## src/rtl/wisc_mem_pkg.sv

```systemverilog
// Shared types and constants for the WISC unified-memory arbiter and its helpers.
package wisc_mem_pkg;

   typedef enum logic [1:0] {
      IDLE,
      BUSY_I,
      BUSY_D
   } arb_state_t;

   // Read data returned to the owning port when the memory never answers
   localparam logic [15:0] MEM_ERR_DATA = 16'hFFFF;

   localparam int DEF_STARVE_MAX = 3;
   localparam int DEF_TIMEOUT    = 15;

endpackage

```

## src/rtl/mem_watchdog.sv

```systemverilog
// Loadable up-counter with clear and terminal-count detect; shared by the
// arbiter and the cache miss handler to catch a memory that never answers.
module mem_watchdog #(
   parameter int WIDTH = 4
) (
   input  logic             clk,
   input  logic             rst,
   input  logic             clr,
   input  logic             ld,
   input  logic [WIDTH-1:0] ld_val,
   input  logic             inc,
   input  logic [WIDTH-1:0] term_val,
   output logic             tc
);

   logic [WIDTH-1:0] count;

   always_ff @(posedge clk or posedge rst) begin
      if (rst) begin
         count <= '0;
      end else if (clr) begin
         count <= '0;
      end else if (ld) begin
         count <= ld_val;
      end else if (inc) begin
         count <= count + 1'b1;
      end
   end

   // tc fires in the cycle whose increment would take the count past term_val
   assign tc = inc && (count == term_val);

endmodule

```

## src/rtl/mem_arbiter.sv

```systemverilog
// Arbitrates the single memory port between instruction fetch and data
// access, with fetch-starvation override and a watchdog for hung memory.
module mem_arbiter
   import wisc_mem_pkg::*;
#(
   parameter int STARVE_MAX = DEF_STARVE_MAX,
   parameter int TIMEOUT    = DEF_TIMEOUT
) (
   input  logic        clk,
   input  logic        rst,
   input  logic        if_req,
   input  logic [15:0] if_addr,
   output logic [15:0] if_rdata,
   output logic        if_ready,
   input  logic        d_re,
   input  logic        d_we,
   input  logic [15:0] d_addr,
   input  logic [15:0] d_wdata,
   output logic [15:0] d_rdata,
   output logic        d_ready,
   output logic        mem_en,
   output logic        mem_we,
   output logic [15:0] mem_addr,
   output logic [15:0] mem_wdata,
   input  logic [15:0] mem_rdata,
   input  logic        mem_valid,
   output logic        err
);

   localparam int SW = (STARVE_MAX < 1) ? 1 : $clog2(STARVE_MAX + 1);
   localparam int CW = (TIMEOUT < 2) ? 1 : $clog2(TIMEOUT + 1);

   arb_state_t state, next_state;

   logic          if_elig, d_elig, starve_hit;
   logic          grant_i, grant_d, done, timeout, finish, wd_tc;
   logic [SW-1:0] starve_cnt;
   logic [15:0]   lat_addr, lat_wdata, resp_data;
   logic          lat_we;

   // A port whose ready is pulsing still holds req from the finished access
   assign if_elig    = if_req && !if_ready;
   assign d_elig     = (d_re || d_we) && !d_ready;
   assign starve_hit = (starve_cnt == SW'(STARVE_MAX)) && if_elig;

   always_ff @(posedge clk or posedge rst) begin
      if (rst) begin
         state <= IDLE;
      end else begin
         state <= next_state;
      end
   end

   always_comb begin
      next_state = state;
      grant_i    = 1'b0;
      grant_d    = 1'b0;
      done       = 1'b0;
      timeout    = 1'b0;
      unique case (state)
         IDLE: begin
            if (d_elig && !starve_hit) begin
               grant_d    = 1'b1;
               next_state = BUSY_D;
            end else if (if_elig) begin
               grant_i    = 1'b1;
               next_state = BUSY_I;
            end
         end
         BUSY_I, BUSY_D: begin
            if (mem_valid) begin
               done       = 1'b1;
               next_state = IDLE;
            end else if (wd_tc) begin
               timeout    = 1'b1;
               next_state = IDLE;
            end
         end
         default: next_state = IDLE;
      endcase
   end

   assign finish    = done || timeout;
   assign resp_data = done ? mem_rdata : MEM_ERR_DATA;

   mem_watchdog #(
      .WIDTH (CW)
   ) u_watchdog (
      .clk      (clk),
      .rst      (rst),
      .clr      (grant_i || grant_d),
      .ld       (1'b0),
      .ld_val   ('0),
      .inc      (state != IDLE),
      .term_val (CW'(TIMEOUT - 1)),
      .tc       (wd_tc)
   );

   // Request fields are captured only at the grant edge
   always_ff @(posedge clk or posedge rst) begin
      if (rst) begin
         lat_addr  <= 16'h0000;
         lat_wdata <= 16'h0000;
         lat_we    <= 1'b0;
      end else if (grant_d) begin
         lat_addr  <= d_addr;
         lat_wdata <= d_wdata;
         lat_we    <= d_we;
      end else if (grant_i) begin
         lat_addr  <= if_addr;
         lat_we    <= 1'b0;
      end
   end

   always_ff @(posedge clk or posedge rst) begin
      if (rst) begin
         if_ready <= 1'b0;
         d_ready  <= 1'b0;
         if_rdata <= 16'h0000;
         d_rdata  <= 16'h0000;
         err      <= 1'b0;
      end else begin
         if_ready <= finish && (state == BUSY_I);
         d_ready  <= finish && (state == BUSY_D);
         if (finish && (state == BUSY_I)) begin
            if_rdata <= resp_data;
         end
         if (finish && (state == BUSY_D) && (timeout || !lat_we)) begin
            d_rdata <= resp_data;
         end
         if (timeout) begin
            err <= 1'b1;
         end
      end
   end

   always_ff @(posedge clk or posedge rst) begin
      if (rst) begin
         starve_cnt <= '0;
      end else if (grant_i) begin
         starve_cnt <= '0;
      end else if (grant_d) begin
         if (!if_req) begin
            starve_cnt <= '0;
         end else if (starve_cnt != SW'(STARVE_MAX)) begin
            starve_cnt <= starve_cnt + 1'b1;
         end
      end
   end

   assign mem_en    = (state != IDLE);
   assign mem_we    = mem_en && lat_we;
   assign mem_addr  = lat_addr;
   assign mem_wdata = lat_wdata;

endmodule

```

## config.mk

```make
export PLATFORM = sky130hd
export DESIGN_NAME = mem_arbiter
export DESIGN_NICKNAME = d
export VERILOG_FILES = /design/src/rtl/wisc_mem_pkg.sv /design/src/rtl/mem_watchdog.sv /design/src/rtl/mem_arbiter.sv
export SDC_FILE = /design/constraint.sdc
export NUM_CORES = 1
export LEC_CHECK = 0
export CAP_MARGIN = 25
export CORE_UTILIZATION = 39
export CTS_BUF_LIST = sky130_fd_sc_hd__clkbuf_4
export DETAILED_ROUTE_END_ITERATION = 8
export GPL_TIMING_DRIVEN = 0
export PLACE_DENSITY = 0.78
export SKIP_CTS_REPAIR_TIMING = 1
export SLEW_MARGIN = 20
export SYNTH_ARGS = -nofsm -noshare
export SYNTH_HDL_FRONTEND = slang
export SYNTH_SLANG_ARGS = --single-unit
```

## constraint.sdc

```tcl
create_clock -name clk -period 2.6 [get_ports clk]
set_clock_uncertainty 0.1 [all_clocks]
set_input_delay 0.78 -clock clk [delete_from_list [all_inputs] [get_ports clk]]
set_output_delay 0.78 -clock clk [all_outputs]
set_load 0.005 [all_outputs]
```

# Yosys cells after proc, flatten, opt, wreduce, memory -nomap -nowiden
# Cells that the tools add are included.
totals:
  wordCells: 71
  output_inout_bits: 69
  register_bits: 76
op_classes:
  reduce_logical: 24
  addsub: 2
  muxes: 26
  n_eq_ne: 8
op_table:
  columns: ["op", "n"]
  rows:
  - ["$mux W16", 3]
  - ["$mux W2", 8]
  - ["$mux W1", 12]
  - ["$logic_and A1 B1 Y1", 9]
  - ["$mux W4", 2]
  - ["$reduce_bool A2 Y1", 3]
  - ["$add A4 B1 Y4 const B", 1]
  - ["$eq A2 B2 Y1 const B", 2]
  - ["$eq A4 B4 Y1 const B", 1]
  - ["$logic_not A1 Y1", 4]
  - ["$logic_or A1 B1 Y1", 4]
  - ["$pmux W2 S2", 1]
  - ["$reduce_and A2 Y1", 2]
  - ["$ne A3 B1 Y1 const B", 1]
  - ["$ne A3 B2 Y1 const B", 1]
  - ["$ne A3 B3 Y1 const B", 1]
  - ["$add A2 B1 Y2 const B", 1]
  - ["$eq A2 B1 Y1 const B", 1]
  - ["$logic_not A2 Y1", 1]
  - ["$ne A2 B2 Y1 const B", 1]
  - ["$reduce_or A2 Y1", 1]

# Longest topological paths before layout
# Gate-level depths: netlist of the first run.
depth:
  ltp_word: 9
  mapped_depth: 8
  mapped_depth_nobuf: 6

# Hierarchy
# Synthesis of the first run repeated with hierarchy kept, for this count alone.
hier_totals:
  cells_unflattened: 289
  area_unflattened_um2: 3325.7
by_module_without_submodules:
  columns: ["module", "area_each_um2", "n_inst", "cells_per_inst"]
  rows:
  - ["mem_arbiter", 3051.7, 1, 260]
  - ["mem_watchdog", 274.0, 1, 29]

# Least setup slack after synthesis of the first run
# Ideal clock, no wire load.
synth_path:
  path_type: "input port to flip-flop"
  from: "input if_req"
  to: "register lat_wdata[3] (netlist: mem_wdata[3])"
  arrival_ps: 1758
  required_ps: 2375
  setup_time_ps: 125
  setup_slack_ps: 617
  path_buffers: 2
  stages: 5
  path_cell_list: "nor2b_4 > a211o_1 > buf_6 > buf_8 > mux2_4"
synth_via:
  elab_chain_len: 6
synth_rtl:
  columns: ["item", "line_no", "rtl"]
  rows:
  - ["start, declared", "mem_arbiter.sv:11", "input logic if_req,"]
  - ["$logic_and A1 B1 Y1", "mem_arbiter.sv:42", "assign if_elig = if_req && !if_ready;"]
  - ["$logic_and A1 B1 Y1", "mem_arbiter.sv:44", "assign starve_hit = (starve_cnt == SW'(STARVE_MAX)) && if_elig;"]
  - ["$logic_not A1 Y1", "mem_arbiter.sv:62", "if (d_elig && !starve_hit) begin"]
  - ["$logic_and A1 B1 Y1", "mem_arbiter.sv:62", null]
  - ["$mux W1", "mem_arbiter.sv:62", null]
  - ["$mux W1", "mem_arbiter.sv:60", "unique case (state)"]
  - ["end signal, assigned", "mem_arbiter.sv:107", "lat_wdata <= d_wdata;"]
  - ["end, declared", "mem_arbiter.sv:38", "logic [15:0] lat_addr, lat_wdata, resp_data;"]
# Every way passes these cells.
# A chain may end at the register's enable or synchronous reset.

# Worst setup path after layout of the first run
layout_path:
  from: "register state[1]"
  to: "output mem_we"
layout_via:
  elab_chain_len: 2
layout_rtl:
  columns: ["item", "line_no", "rtl"]
  rows:
  - ["start, declared", "mem_arbiter.sv:33", "arb_state_t state, next_state;"]
  - ["start signal, assigned", "mem_arbiter.sv:50", "state <= next_state;"]
  - ["$reduce_bool A2 Y1", "mem_arbiter.sv:151", "assign mem_en = (state != IDLE);"]
  - ["$logic_and A1 B1 Y1", "mem_arbiter.sv:152", "assign mem_we = mem_en && lat_we;"]
  - ["end, declared", "mem_arbiter.sv:22", "output logic mem_we,"]
# Every way passes these cells.

==> results.md, run 1 <==
* Flop-to-flop setup slack at 580 ps
* Clk_lat worst skew at 410 ps
* Routed wl met3 at 697 um
* Slew @ Worst Pin at 467 ps
* Leak Pwr at 0.00216 uW
* IO Count at 139
* Clock Sink Count at 76
* Grt ovf at 0
* Clk pwr share at 14.3%
* XOR/XNOR Fraction of Synth Area at 0%
* Layout cells sized above 1 at 12.7%
* Flop pwr share at 35.8%
* Core footprint at 7810 um2
* Met1 wire length at 3.13 mm
* Simple-gate share of the synthesized area at 5.93%
* Syn Nets at 320
* Setup TNS at 0 ps
* Core Util, Final at 63.0%
* Worst setup endpoint: mem_we
* Slew margin rel. at 68.8%
* Cts bufs inserted at 9
* Switching share of total power at 31.3%
* Met2 WL at 3.96 mm
* TritonCTS clock tree: built
* Register area share after synthesis at 59.7%
* Area grow syn2layout at 54.5%
* Ant. Diodes at 0
* Tot GR Track Use at 19.1%
* FF-to-FF Start: state[1]
* First-pass GRT wire length at 12.7 mm
* Commonest non-fill, non-tap cell in the layout: clkdlybuf4s50_1
* Top cell type's share of synthesized area at 59.7%
* CP startpoint kind: register
* Synthesized flop and latch total at 76
* Cell Area, Synth at 3190 um2
* DRT antenna net count at 0
* Worst Hold Class: reg -> reg
* Fin crit share at 92.2%
* Layout Nets at 472
* Fin. Hold Viols at 0
* Synth Area in Compound Gates at 15.5%
* CTS max path bufs at 2
* NetSw at 1810 uW
* Multiplexer area fraction after synthesis at 12.4%
* DRC violations left at 0
* Mapped Cells at 244
* Max_cap viols at 0
* Max Freq at 417 MHz
* CP Launch Point: state[1]
* Post-synth top area cell: dfrtp_1
* CP arrival at 1520 ps
* Vias in the first global route at 2628
* Pre-antenna DRT Iters at 4
* Internal at 3970 uW
* Adder-cell area share of the yosys netlist at 2.36%
* Routed len/inst at 15.7 um
* Iter 0 DRT Violations at 129
* Chip height at 92.4 um
* Initial antenna violation count at 0
* Most frequent cells in the layout: clkdlybuf4s50_1, dfrtp_1, o22a_1, o21ai_0, nand2_1
* Port bufs at 138
* Critical Path RT at 1720 ps
* Main combinational cell family by area after synthesis: compound AO/OA/AOI/OAI gates
* Critical Path Sink Type: output pin
* Via count at 2528
* Power share of the combinational group at 50.0%
* Starting Density at 40.8%
* FP Rows at 32
* CTS root buffer: clkbuf_4
* FILL cells at 650
* Synth cell types at 36
* Largest net degree at the start of global routing at 35
* Ranking of synthesized cells by area: dfrtp_1, o22a_1, mux2_4, mux2i_1, o21ai_0
* Routed WL at 7.91 mm
* RR Endpoint: d_rdata[7]
* Htree depth at 3
* GPL Wtd Cong at 0.763
* Syn avg cell area at 13.1 um2
* Worst IR Drop VDD at 0.680 mV
* RSZ-0062 raised after global routing: false
* Worst Path Class, Setup: reg -> out
* Pwr dens at 1170 nW/um2
* Die ar. at 8540 um2
* DR top layer: met4
* Register-to-Register Path Depth at 7
* Final setup vio count at 0
* Min Tclk post-route at 2400 ps
* Hold depth at 1
* Status: completed
* HPWL after DPL at 5.94 mm
* CP Max Fanout at 10
* Die W at 92.4 um
* YS warnings at 0
* Vias per inst at 5.03
* Fin. max-slew vios at 0
* Clk pin slew, worst setup/hold paths at 130 ps
-- worst max-delay path, stage by stage, from the launching register on --
cell and delay, ps:
dfrtp_1 420, inv_1 100, ha_2 210, buf_4 170, nor2b_1 50, dlymetal6s2s_1 150
-- metrics by stage --
step	std cells	hold WS, ps	worst slack [ps]	total power (uW)	area, um2
2_1_floorplan	244	337	617	3470	3190
3_3_place_gp	484	355	-33.7	4870	4700
3_5_place_dp	486	365	-76.1	4980	4740
4_1_cts	502	387	-315	5820	4900
5_1_grt	503	412	104	6170	4920
6_report	503	386	204	5770	4920
-- state kept, by name, summed over array words and instances, names as in the netlist --
signal and cells:
u_watchdog.count 4, if_ready 1, d_ready 1, mem_wdata 16
mem_addr 16, err 1, lat_we 1, starve_cnt 2
d_rdata 16, if_rdata 16, state 2
-- synth_stat cells --
master and number:
a21oi_1 1, a31o_2 1, buf_12 1, buf_4 1, a22o_1 1, nand2_1 22
o21ai_1 2, buf_8 1, and4b_1 1, o21ba_2 1, nor2b_1 2, o21a_1 1
ha_1 6, mux2_4 12, o21ai_0 25, and2_1 1, nor3_1 2, buf_6 3
nor2_2 1, a211o_1 1, o21bai_1 1, mux2_2 5, inv_1 8, o22a_1 32
nor2b_4 1, o2111ai_1 1, buf_2 1, nand2b_1 2, dfrtp_1 76, o31ai_1 1
clkbuf_1 5, mux2i_1 16, nand3_1 2, or2_2 1, a31oi_1 1, nor2_1 5
-- worst min path at each step --
stage / startpoint / endpoint
4_1_cts: u_watchdog.count[3] / u_watchdog.count[3]
3_5_place_dp: err / err
5_1_grt: u_watchdog.count[3] / u_watchdog.count[3]
3_3_place_gp: u_watchdog.count[3] / u_watchdog.count[3]
6_report: u_watchdog.count[3] / u_watchdog.count[3]
2_1_floorplan: u_watchdog.count[3] / u_watchdog.count[3]
-- cell families after synthesis --
logic type	Yosys count
mux	33
buf+inv	20
simple gates	40
compound gates	69
flops	76
fa+ha+maj	6
-- area by class of cell --
cell class              count  area (um2)  share of cell area [%]
inverters                   8        33.8                   0.686
multi-input cells         148        1160                    23.5
flip-flops and latches     76        1900                    38.6
well taps                 102         128                    2.59
clock buffers              10        75.1                    1.53
clock inverters             6        88.8                    1.80
plain buffers              12         104                    2.11
repair buffers            141        1430                    29.1
-- routing by layer --
layer  vias up  GRT usage, %
met5         -             0
met4         0          7.16
met3        13          6.57
met2        94          32.0
met1      1232          22.5
li1       1189             -
-- power by group through the flow --
stage / clock [uW] / combinational [uW] / sequential (uW)
after CTS: 847 / 2900 / 2070
after global placement: 0 / 2820 / 2060
after global routing: 891 / 3130 / 2140
final: 824 / 2880 / 2060
after detailed placement: 0 / 2890 / 2100
after floorplan: 0 / 1370 / 2110
Note: power is estimated with default switching activity, not from simulation.
==> inputs of run 2 (changes only) <==
CAP_MARGIN = default   (was 25)
==> run 2 against run 1 <==
- maximum frequency stayed put
- non-clock buffer count stayed put
- combinational power hardly changed
- final cell count stayed put
- clock power hardly changed
- largest cell class unchanged
- first-iteration DRC count stayed put
- worst setup slack stayed put
==> results.md, run 2 (synthesis gave the netlist of run 1 again) <==
* Area grow syn2layout at 54.5% (unchanged)
* Slew margin rel. at 68.8% (unchanged)
* Status: completed
* Post-placement cell area at 4740 um2 (unchanged)
* Cts bufs inserted at 9 (unchanged)
* CP Max Fanout at 10 (unchanged)
* DRC violations left at 0 (unchanged)
* Iter 0 DRT Violations at 129 (unchanged)
* Via count at 2528 (unchanged)
* Worst path slowest cell: dfrtp_1
* Routed len/inst at 15.7 um (unchanged)
* Vias in the first global route at 2628 (unchanged)
* Chip height at 92.4 um (unchanged)
* Leak Pwr at 0.00216 uW (unchanged)
* Starting Density at 40.8% (unchanged)
* Min Tclk post-route at 2400 ps (unchanged)
* Htree depth at 3 (unchanged)
* Power share of the combinational group at 50.0% (about the same)
* First-pass GRT wire length at 12.7 mm (unchanged)
* Core footprint at 7810 um2 (unchanged)
* Grt ovf at 0 (unchanged)
* Layout Nets at 472 (unchanged)
* Die ar. at 8540 um2 (unchanged)
* NetSw at 1810 uW (unchanged)
* Tot GR Track Use at 19.1% (unchanged)
* TritonCTS clock tree: built
* Worst Hold Class: reg -> reg
* Fin crit share at 92.2% (unchanged)
* Internal at 3970 uW (unchanged)
* Max_cap viols at 0 (unchanged)
* Max Freq at 417 MHz (unchanged)
* Largest net degree at the start of global routing at 35 (unchanged)
* HPWL after DPL at 5.94 mm (unchanged)
* Critical Path Sink Type: output pin
* DRT antenna net count at 0 (unchanged)
* Setup WS pre-CTS at -76.1 ps (unchanged)
* Worst IR Drop VDD at 0.680 mV (unchanged)
* Port bufs at 138 (unchanged)
* Clk pin slew, worst setup/hold paths at 130 ps (about the same)
* Commonest non-fill, non-tap cell in the layout: clkdlybuf4s50_1
* Switching share of total power at 31.3% (unchanged)
* Most frequent cells in the layout: clkdlybuf4s50_1, dfrtp_1, o22a_1, o21ai_0, nand2_1
* Slew @ Worst Pin at 467 ps (unchanged)
* Worst Path Buf+Inv at 3 (unchanged)
* Total power at 5770 uW (unchanged)
* FILL cells at 650 (unchanged)
* CTS root buffer: clkbuf_4
* Ant. Diodes at 0 (unchanged)
* Fin. Hold Viols at 0 (unchanged)
* Pre-antenna DRT Iters at 4 (unchanged)
* Routed WL at 7.91 mm (unchanged)
* CTS max path bufs at 2 (unchanged)
* Die W at 92.4 um (unchanged)
* Vias per inst at 5.03 (unchanged)
* RSZ-0062 raised after global routing: false
* Final setup vio count at 0 (unchanged)
* Layout cells sized above 1 at 12.7% (unchanged)
* Final instance area at 4920 um2 (unchanged)
* CP delay by family, top: buffers and inverters
* Initial antenna violation count at 0 (unchanged)
* CP peak stage delay at 420 ps (about the same)
* Clock Sink Count at 76 (unchanged)
* Clk pwr share at 14.3% (about the same)
* CP Cell Sequence: inv_1 -> ha_2 -> buf_4 -> nor2b_1 -> dlymetal6s2s_1
* Critical Path RT at 1720 ps (about the same)
* Fin. max-slew vios at 0 (unchanged)
* IO Count at 139 (unchanged)
* CP startpoint kind: register
* Fin worst setup slack at 204 ps (unchanged)
* Worst Path Class, Setup: reg -> out
* FP Rows at 32 (unchanged)
* CP arrival at 1520 ps (about the same)
* Flop pwr share at 35.8% (about the same)
* Pwr dens at 1170 nW/um2 (unchanged)
* Clk_lat worst skew at 410 ps (about the same)
* GPL Wtd Cong at 0.763 (unchanged)
run 2: power groups by stage:
stage	sequential (uW)	combinational [uW]	clock, uW
floorplan	2110	1370	0
global placement	2060	2820	0
detailed placement	2100	2890	0
CTS	2070	2900	847
global route	2140	3130	891
finish	2060	2880	824
run 2: per-layer routing:
metal	global-route usage [%]	up-vias	wire length, um
li1	-	1189	-
met1	22.5	1232	3130
met2	32.0	94	3960
met3	6.57	13	697
met4	7.16	0	125
met5	0	-	0
run 2: area by class of cell:
type,count,area (um2),area share (%)
Buffer,12,104,2.11
Timing Repair Buffer,141,1430,29.1
Sequential cell,76,1900,38.6
Clock buffer,10,75.1,1.53
Multi-Input combinational cell,148,1160,23.5
Clock inverter,6,88.8,1.80
Inverter,8,33.8,0.686
Tap cell,102,128,2.59
run 2: stage by stage:
step	utilization [%]	hold WS (ps)	std cells	TNS [ps]
4_1_cts	62.8	387	502	-360
3_3_place_gp	60.2	355	484	-2610
3_5_place_dp	60.7	365	486	-592
2_1_floorplan	-	337	244	0
6_report	63.0	386	503	0
5_1_grt	63.0	412	503	0
run 2: worst reg2reg max path, stage by stage (launching register included):
cell      delay [ps]
dfrtp_1          400
inv_1             80
ha_2             370
nand2_1           60
nor2_1           150
nand2_1          200
clkbuf_1         290
o22a_1           260
run 2: worst paths after layout:
kind | startpoint | endpoint | slack, ps | cells after the start
max | state[1] | mem_we | 200 | 5
min | u_watchdog.count[3] | u_watchdog.count[3] | 390 | 1
max reg2reg | state[1] | d_rdata[7] | 580 | 7
min reg2reg | u_watchdog.count[3] | u_watchdog.count[3] | 390 | 1
max in group asynchronous | rst | starve_cnt[0] | 1280 | 3
min in group asynchronous | rst | mem_wdata[8] | 620 | 2
